`src/rtl/mm_pkg.sv`:
```
// mm_pkg: shared FSM encoding, verify status codes and timing defaults for the
// MAC Merge verify/respond controller.
package mm_pkg;
    localparam int TICKS_PER_MS_DEF = 125000;

    typedef logic [2:0] state_t;
    typedef logic [2:0] status_t;

    localparam state_t ST_INIT     = 3'd0;
    localparam state_t ST_SEND     = 3'd1;
    localparam state_t ST_WAIT     = 3'd2;
    localparam state_t ST_VERIFIED = 3'd3;
    localparam state_t ST_FAILED   = 3'd4;
    localparam state_t ST_DISABLED = 3'd5;

    localparam status_t VERIFY_STATUS_INIT      = 3'd0;
    localparam status_t VERIFY_STATUS_VERIFYING = 3'd1;
    localparam status_t VERIFY_STATUS_SUCCEEDED = 3'd2;
    localparam status_t VERIFY_STATUS_FAILED    = 3'd3;
    localparam status_t VERIFY_STATUS_DISABLED  = 3'd4;

    function automatic status_t status_of(input state_t st);
        return (st == ST_SEND || st == ST_WAIT) ? VERIFY_STATUS_VERIFYING :
               st == ST_VERIFIED                ? VERIFY_STATUS_SUCCEEDED :
               st == ST_FAILED                  ? VERIFY_STATUS_FAILED :
               st == ST_DISABLED                ? VERIFY_STATUS_DISABLED :
                                                  VERIFY_STATUS_INIT;
    endfunction
endpackage

```
`src/rtl/mm_verify_respond_if.sv`:
```
// mm_verify_respond_if: management, receive-process and transmit-process signals
// of the verify/respond controller; slave is the controller's view.
interface mm_verify_respond_if;
    logic       p_enable;
    logic       disable_verify;
    logic [6:0] verify_time;
    logic       link_fail;
    logic       rcv_v;
    logic       rcv_r;
    logic       tx_v_done;
    logic       tx_r_done;
    logic       send_v;
    logic       send_r;
    logic       p_active;
    logic [2:0] verify_status;
    logic [1:0] verify_cnt;

    modport master (
        output p_enable, disable_verify, verify_time, link_fail,
        output rcv_v, rcv_r, tx_v_done, tx_r_done,
        input  send_v, send_r, p_active, verify_status, verify_cnt
    );

    modport slave (
        input  p_enable, disable_verify, verify_time, link_fail,
        input  rcv_v, rcv_r, tx_v_done, tx_r_done,
        output send_v, send_r, p_active, verify_status, verify_cnt
    );
endinterface

```
`src/rtl/mm_ms_timer.sv`:
```
// mm_ms_timer: loadable millisecond down-counter; the count holds verify_time
// scaled to clk ticks and drops one millisecond per prescaler wrap.
module mm_ms_timer import mm_pkg::*; #(
    parameter int TICKS_PER_MS = TICKS_PER_MS_DEF
) (
    input  logic       clk,
    input  logic       reset_n,
    input  logic       load,
    input  logic       start,
    input  logic [6:0] ms,
    output logic       done
);
    localparam int          PW    = TICKS_PER_MS > 1 ? $clog2(TICKS_PER_MS) : 1;
    localparam logic [23:0] TICKS = 24'(TICKS_PER_MS);

    logic [PW-1:0] psc_q, psc_d;
    logic [23:0]   cnt_q, cnt_d;
    logic          wrap;

    always_comb begin
        wrap  = start && psc_q == PW'(TICKS_PER_MS - 1);
        psc_d = load ? '0 : !start ? psc_q : wrap ? '0 : psc_q + 1'b1;
        // a programmed 0 ms behaves as 1 ms
        cnt_d = load ? 24'(ms == '0 ? 7'd1 : ms) * TICKS :
                wrap ? (cnt_q > TICKS ? cnt_q - TICKS : '0) : cnt_q;
    end

    always_ff @(posedge clk or negedge reset_n)
        if (!reset_n) begin
            psc_q <= '0;
            cnt_q <= '0;
        end else begin
            psc_q <= psc_d;
            cnt_q <= cnt_d;
        end

    assign done = cnt_q == '0;
endmodule

```
`src/rtl/mm_verify_respond.sv`:
```
// mm_verify_respond: MAC Merge verify/respond controller; runs the verify
// handshake to decide p_active and queues respond mPackets for received verifies.
module mm_verify_respond import mm_pkg::*; #(
    parameter int TICKS_PER_MS = TICKS_PER_MS_DEF,
    parameter int VERIFY_LIMIT = 3
) (
    input  logic                clk,
    input  logic                reset_n,
    mm_verify_respond_if.slave  bus
);
    localparam logic [1:0] LIMIT = 2'(VERIFY_LIMIT);

    state_t     state_q, state_d;
    status_t    status_q, status_d;
    logic [1:0] cnt_q, cnt_d;
    logic       send_v_q, send_v_d;
    logic       send_r_q, send_r_d;
    logic       p_active_q, p_active_d;
    logic       dv_q;
    logic       timer_done;

    mm_ms_timer #(.TICKS_PER_MS(TICKS_PER_MS)) u_timer (
        .clk     (clk),
        .reset_n (reset_n),
        .load    (state_q == ST_SEND),
        .start   (state_q == ST_WAIT && !send_v_q),
        .ms      (bus.verify_time),
        .done    (timer_done)
    );

    always_comb begin
        state_d = state_q;
        if (state_q != ST_INIT && (bus.link_fail || !bus.p_enable || bus.disable_verify != dv_q))
            state_d = ST_INIT;
        else if (state_q == ST_INIT && bus.p_enable && !bus.link_fail)
            state_d = bus.disable_verify ? ST_DISABLED : ST_SEND;
        else if (state_q == ST_SEND)
            state_d = ST_WAIT;
        else if (state_q == ST_WAIT && bus.rcv_r)
            state_d = ST_VERIFIED;
        else if (state_q == ST_WAIT && timer_done)
            state_d = cnt_q < LIMIT ? ST_SEND : ST_FAILED;
        // outputs are registered images of the next state
        send_v_d   = state_d == ST_INIT ? 1'b0 : state_d == ST_SEND ? 1'b1 : send_v_q && !bus.tx_v_done;
        cnt_d      = state_d == ST_INIT ? '0 : (state_d == ST_SEND && cnt_q != LIMIT) ? cnt_q + 1'b1 : cnt_q;
        p_active_d = state_d == ST_VERIFIED || state_d == ST_DISABLED;
        status_d   = status_of(state_d);
        send_r_d   = bus.link_fail ? 1'b0 : (bus.rcv_v && bus.p_enable) ? 1'b1 : bus.tx_r_done ? 1'b0 : send_r_q;
    end

    always_ff @(posedge clk or negedge reset_n)
        if (!reset_n) begin
            state_q    <= ST_INIT;
            status_q   <= VERIFY_STATUS_INIT;
            cnt_q      <= '0;
            send_v_q   <= 1'b0;
            send_r_q   <= 1'b0;
            p_active_q <= 1'b0;
            dv_q       <= 1'b0;
        end else begin
            state_q    <= state_d;
            status_q   <= status_d;
            cnt_q      <= cnt_d;
            send_v_q   <= send_v_d;
            send_r_q   <= send_r_d;
            p_active_q <= p_active_d;
            dv_q       <= bus.disable_verify;
        end

    assign bus.send_v        = send_v_q;
    assign bus.send_r        = send_r_q;
    assign bus.p_active      = p_active_q;
    assign bus.verify_status = status_q;
    assign bus.verify_cnt    = cnt_q;
endmodule

```
`src/flat_wrapper.sv`:
```
// flat-port wrapper written by rule: the top's interface ports become plain ports
module mm_verify_respond_flat import mm_pkg::*;
#(
    parameter int TICKS_PER_MS = TICKS_PER_MS_DEF,
    parameter int VERIFY_LIMIT = 3
)
  (clk, reset_n, bus_p_enable, bus_disable_verify, bus_verify_time, bus_link_fail, bus_rcv_v, bus_rcv_r, bus_tx_v_done, bus_tx_r_done, bus_send_v, bus_send_r, bus_p_active, bus_verify_status, bus_verify_cnt);
  mm_verify_respond_if bus_i ();
  input  logic clk;
  input  logic reset_n;
  input wire logic [$bits(bus_i.p_enable)-1:0] bus_p_enable;
  input wire logic [$bits(bus_i.disable_verify)-1:0] bus_disable_verify;
  input wire logic [$bits(bus_i.verify_time)-1:0] bus_verify_time;
  input wire logic [$bits(bus_i.link_fail)-1:0] bus_link_fail;
  input wire logic [$bits(bus_i.rcv_v)-1:0] bus_rcv_v;
  input wire logic [$bits(bus_i.rcv_r)-1:0] bus_rcv_r;
  input wire logic [$bits(bus_i.tx_v_done)-1:0] bus_tx_v_done;
  input wire logic [$bits(bus_i.tx_r_done)-1:0] bus_tx_r_done;
  output wire logic [$bits(bus_i.send_v)-1:0] bus_send_v;
  output wire logic [$bits(bus_i.send_r)-1:0] bus_send_r;
  output wire logic [$bits(bus_i.p_active)-1:0] bus_p_active;
  output wire logic [$bits(bus_i.verify_status)-1:0] bus_verify_status;
  output wire logic [$bits(bus_i.verify_cnt)-1:0] bus_verify_cnt;
  assign bus_i.p_enable = bus_p_enable;
  assign bus_i.disable_verify = bus_disable_verify;
  assign bus_i.verify_time = bus_verify_time;
  assign bus_i.link_fail = bus_link_fail;
  assign bus_i.rcv_v = bus_rcv_v;
  assign bus_i.rcv_r = bus_rcv_r;
  assign bus_i.tx_v_done = bus_tx_v_done;
  assign bus_i.tx_r_done = bus_tx_r_done;
  assign bus_send_v = bus_i.send_v;
  assign bus_send_r = bus_i.send_r;
  assign bus_p_active = bus_i.p_active;
  assign bus_verify_status = bus_i.verify_status;
  assign bus_verify_cnt = bus_i.verify_cnt;
  mm_verify_respond #(.TICKS_PER_MS(TICKS_PER_MS), .VERIFY_LIMIT(VERIFY_LIMIT)) u_core (.clk(clk), .reset_n(reset_n), .bus(bus_i));
endmodule
```
`config.mk`:
```
export PLATFORM = sky130hd
export DESIGN_NAME = mm_verify_respond_flat
export DESIGN_NICKNAME = d
export VERILOG_FILES = /design/src/rtl/mm_pkg.sv /design/src/rtl/mm_verify_respond_if.sv /design/src/rtl/mm_ms_timer.sv /design/src/rtl/mm_verify_respond.sv /design/src/flat_wrapper.sv
export SDC_FILE = /design/constraint.sdc
export NUM_CORES = 1
export LEC_CHECK = 0
export CAP_MARGIN = 15
export CORE_AREA = 4 4 99 101
export CTS_CLUSTER_SIZE = 28
export DETAILED_ROUTE_END_ITERATION = 8
export DIE_AREA = 0 0 103 105
export PLACE_DENSITY = 0.69
export SLEW_MARGIN = 10
export SYNTH_ARGS = -nofsm -noshare
export SYNTH_HDL_FRONTEND = slang
export SYNTH_SLANG_ARGS = --single-unit
```
`constraint.sdc`:
```
create_clock -name clk -period 7 [get_ports clk]
set_clock_uncertainty 0.2 [all_clocks]
set_input_delay 1.05 -clock clk [delete_from_list [all_inputs] [get_ports clk]]
set_output_delay 1.05 -clock clk [all_outputs]
set_load 0.03 [all_outputs]
```
==> results.cfg <==
[synthesis]
synth.yosys.seq_area_share_pct = 28.5
ys.flop_type = dfrtp_1
synth_compound_area_share_pct = 19.8
ys_types = 69
syn_nets = 566
synth_xor_area_share_pct = 6.19
syn_area_um2 = 4390
synth_top_family_by_area = simple AND/OR/NAND/NOR gates
synthCells = 494
synth.avg_cell_area_um2 = 8.88
synth-seq-cells = 50
synth-simple-area-share_pct = 20.6
async_flop_share_pct = 100
synth_warnings = 0
synthMuxAreaShare_pct = 1.74
synth_edf_count = 0
synthAdderAreaFrac_pct = 17.7

[timing]
final_max_slew_viol_count = 0
setup_viol = 0
holdWs_ns = 0.309
fin_crit_sh_pct = 83.4
fmax_mhz = 171
hold_violations = 0
fin_setup_tns_ns = 0
tightest_slew_ns = 1.06
grt_setup_unrepaired = no
relSlewSlack_pct = 29.6
period_needed_ns = 5.84

[layout]
synthToLayoutAreaGrowth_pct = 10.1
layout_common_cells = 50 x dfrtp_1, 46 x ha_1, 38 x nor2_1
fill_cells = 833
final_common_cell = dfrtp_1
drive_gt1_share_pct = 6.25
seq_area_um2 = 1250
antenna_cells = 0
fin_nets = 583
multi_input_area_um2 = 2900

[clock_tree]
cts_max_level = 2
tritoncts = built
cts.path.max_buffers = 2
clk_pin_slew_ns = 0.09
clk-insertion-delay-late_ns = 0.30
cts_setup_buffers = 0
root_buffer = clkbuf_8
cts_sinks = 50
cts_hold_buf = 0
cts_buffers = 5
cts_resized = 0

[global_route]
grt_pass1_vias = 3615
grt_usage_pct = 18.9
grt_max_degree = 51
gr-total-overflow = 0
antenna_found_initial = 0
grt_pass1_wl_um = 16800

[route]
wl_met2_um = 5030
vias = 3768
ant_nets = 0
drtIter0Drc = 270
drt-wirelength-per-cell_um = 16.0
via_per_inst = 6.05
routed_wl_um = 9990
drc_errors = 0
wl_met1_um = 4480
maxUsedRoutingLayer = met4
firstDrtPassIters = 5
wl_met3_um = 283

[power_and_ir_drop]
pwr-share-seq_pct = 35.1
p_leak_uw = 0.00220
p_per_area_nw_per_um2 = 261
max-vdd-ir-drop_uv = 98.5
switching_share_pct = 40.8
switching_power_uw = 513
fin_total_pwr_uw = 1260
p_int_uw = 746
p_comb_share_pct = 45.7
power_frac_clock_pct = 19.2

[critical_path]
cp-end-kind = flip-flop
crit_required_ns = 6.99
worstPathArrival_ns = 5.83
path_max_fanout = 6
cp-start-kind = input pin
crit_type = input pin to flip-flop

[floorplan]
dieArea_um2 = 10800
io_pins = 24
start_util_pct = 48.6
fp.coreArea_um2 = 9020
num_rows = 35
die_x_um = 103
die_y_um = 105

[place]
dp_hpwl_um = 7560
port_buffers = 23
gp_congestion = 0.899

[status]
status = completed

[run]
drv_cap = 0

[worst_hold_path]
hold_path_class = flip-flop to flip-flop
[flip-flops by register name, summed over array words and instances (netlist names), 2 cells and up]
register and flops:
u_core.bus.verify_status 3, u_core.u_timer.cnt_q 21, u_core.bus.verify_cnt 2, u_core.state_q 3
u_core.u_timer.psc_q 17
[cell families after synthesis]
group                    after synthesis
buffers and inverters                 56
flip-flops                            50
AO/OA/AOI/OAI                        126
multiplexers                           7
adder cells (fa/ha/maj)               56
AND/OR/NAND/NOR                      168
XOR/XNOR                              31
[Yosys cell counts, drive strengths merged (4+ instances only)]
master,n,share of area (%)
dfrtp,50,29
ha,46,13
inv,38,3.3
nor2,38,3.3
nand2,35,3.0
o21ai,28,3.2
a21oi,27,3.1
nand3,18,2.1
xor2,16,3.2
xnor2,15,3.0
clkbuf,12,1.0
nor4,12,2.2
nor3,11,1.3
fa,10,4.6
a221o,8,1.9
a211oi,7,1.2
nand2b,7,1.0
a21o,6,1.0
a31oi,6,0.86
or4,6,1.2
a211o,5,1.2
and2,5,0.71
buf,5,1.1
mux2i,5,1.1
nand4,5,0.71
nor2b,5,0.71
and3,4,0.60
and4,4,0.80
o31ai,4,0.68
o41ai,4,0.80
or3,4,0.60
[final timing paths]
path	from	end	slack, ns	cells after the start
setup / recovery	bus_verify_time[3]	u_core.u_timer.cnt_q[22]$_DFFE_PN0P_	1.16	18
hold / removal	u_core.u_timer.cnt_q[20]$_DFFE_PN0P_	u_core.u_timer.cnt_q[20]$_DFFE_PN0P_	0.31	2
setup reg to reg	u_core.u_timer.cnt_q[17]$_DFFE_PN0P_	u_core.u_timer.cnt_q[17]$_DFFE_PN0P_	3.37	6
hold reg to reg	u_core.u_timer.cnt_q[20]$_DFFE_PN0P_	u_core.u_timer.cnt_q[20]$_DFFE_PN0P_	0.31	2
max in group asynchronous	reset_n	u_core.u_timer.psc_q[14]$_DFFE_PN0P_	5.53	2
min in group asynchronous	reset_n	u_core.bus.verify_cnt[1]$_DFFE_PN0P_	0.65	2
[layout make-up]
type,count,area share (%)
clock inverter,3,1.42
tap,111,2.87
inverter,39,3.08
sequential,50,25.9
multi-input combinational,388,60.0
timing repair buffer,27,5.28
clock buffer,5,1.42
[worst max-delay path, cell delays in order]
cell             delay (ns)
clkdlybuf4s50_1        0.47
inv_1                  0.16
ha_1                   0.16
nor4b_1                0.32
nand2_1                0.18
nand2_1                0.15
o21bai_1               0.10
ha_1                   0.34
fa_1                   0.51
fa_1                   0.49
ha_1                   0.30
ha_1                   0.38
a21o_1                 0.20
a21o_1                 0.17
a221o_1                0.33
a31oi_1                0.18
xnor2_1                0.08
mux2_2                 0.26
[metal layers]
metal	global-route usage (%)	vias up
met5	0	-
met4	5.46	0
met3	1.80	17
met2	32.2	76
met1	25.0	1831
li1	-	1844
[power by group through the flow]
stage / clock network [uW] / logic, uW / registers, uW
6_report: 242 / 575 / 442
2_1_floorplan: 0 / 438 / 428
3_5_place_dp: 0 / 567 / 441
4_1_cts: 248 / 572 / 437
3_3_place_gp: 0 / 552 / 440
5_1_grt: 262 / 645 / 453
[metrics by stage]
stage / std cells / instance area (um2) / setup slack (ns) / util (%)
final: 623 / 4830 / 1.16 / 53.6
after global routing: 623 / 4830 / 0.905 / 53.6
after CTS: 622 / 4820 / 1.14 / 53.5
after detailed placement: 614 / 4690 / 0.836 / 51.9
after global placement: 614 / 4690 / 0.958 / 51.9
after floorplan: 494 / 4390 / 1.62 / -
No activity file was read; power rests on OpenSTA's default activity.
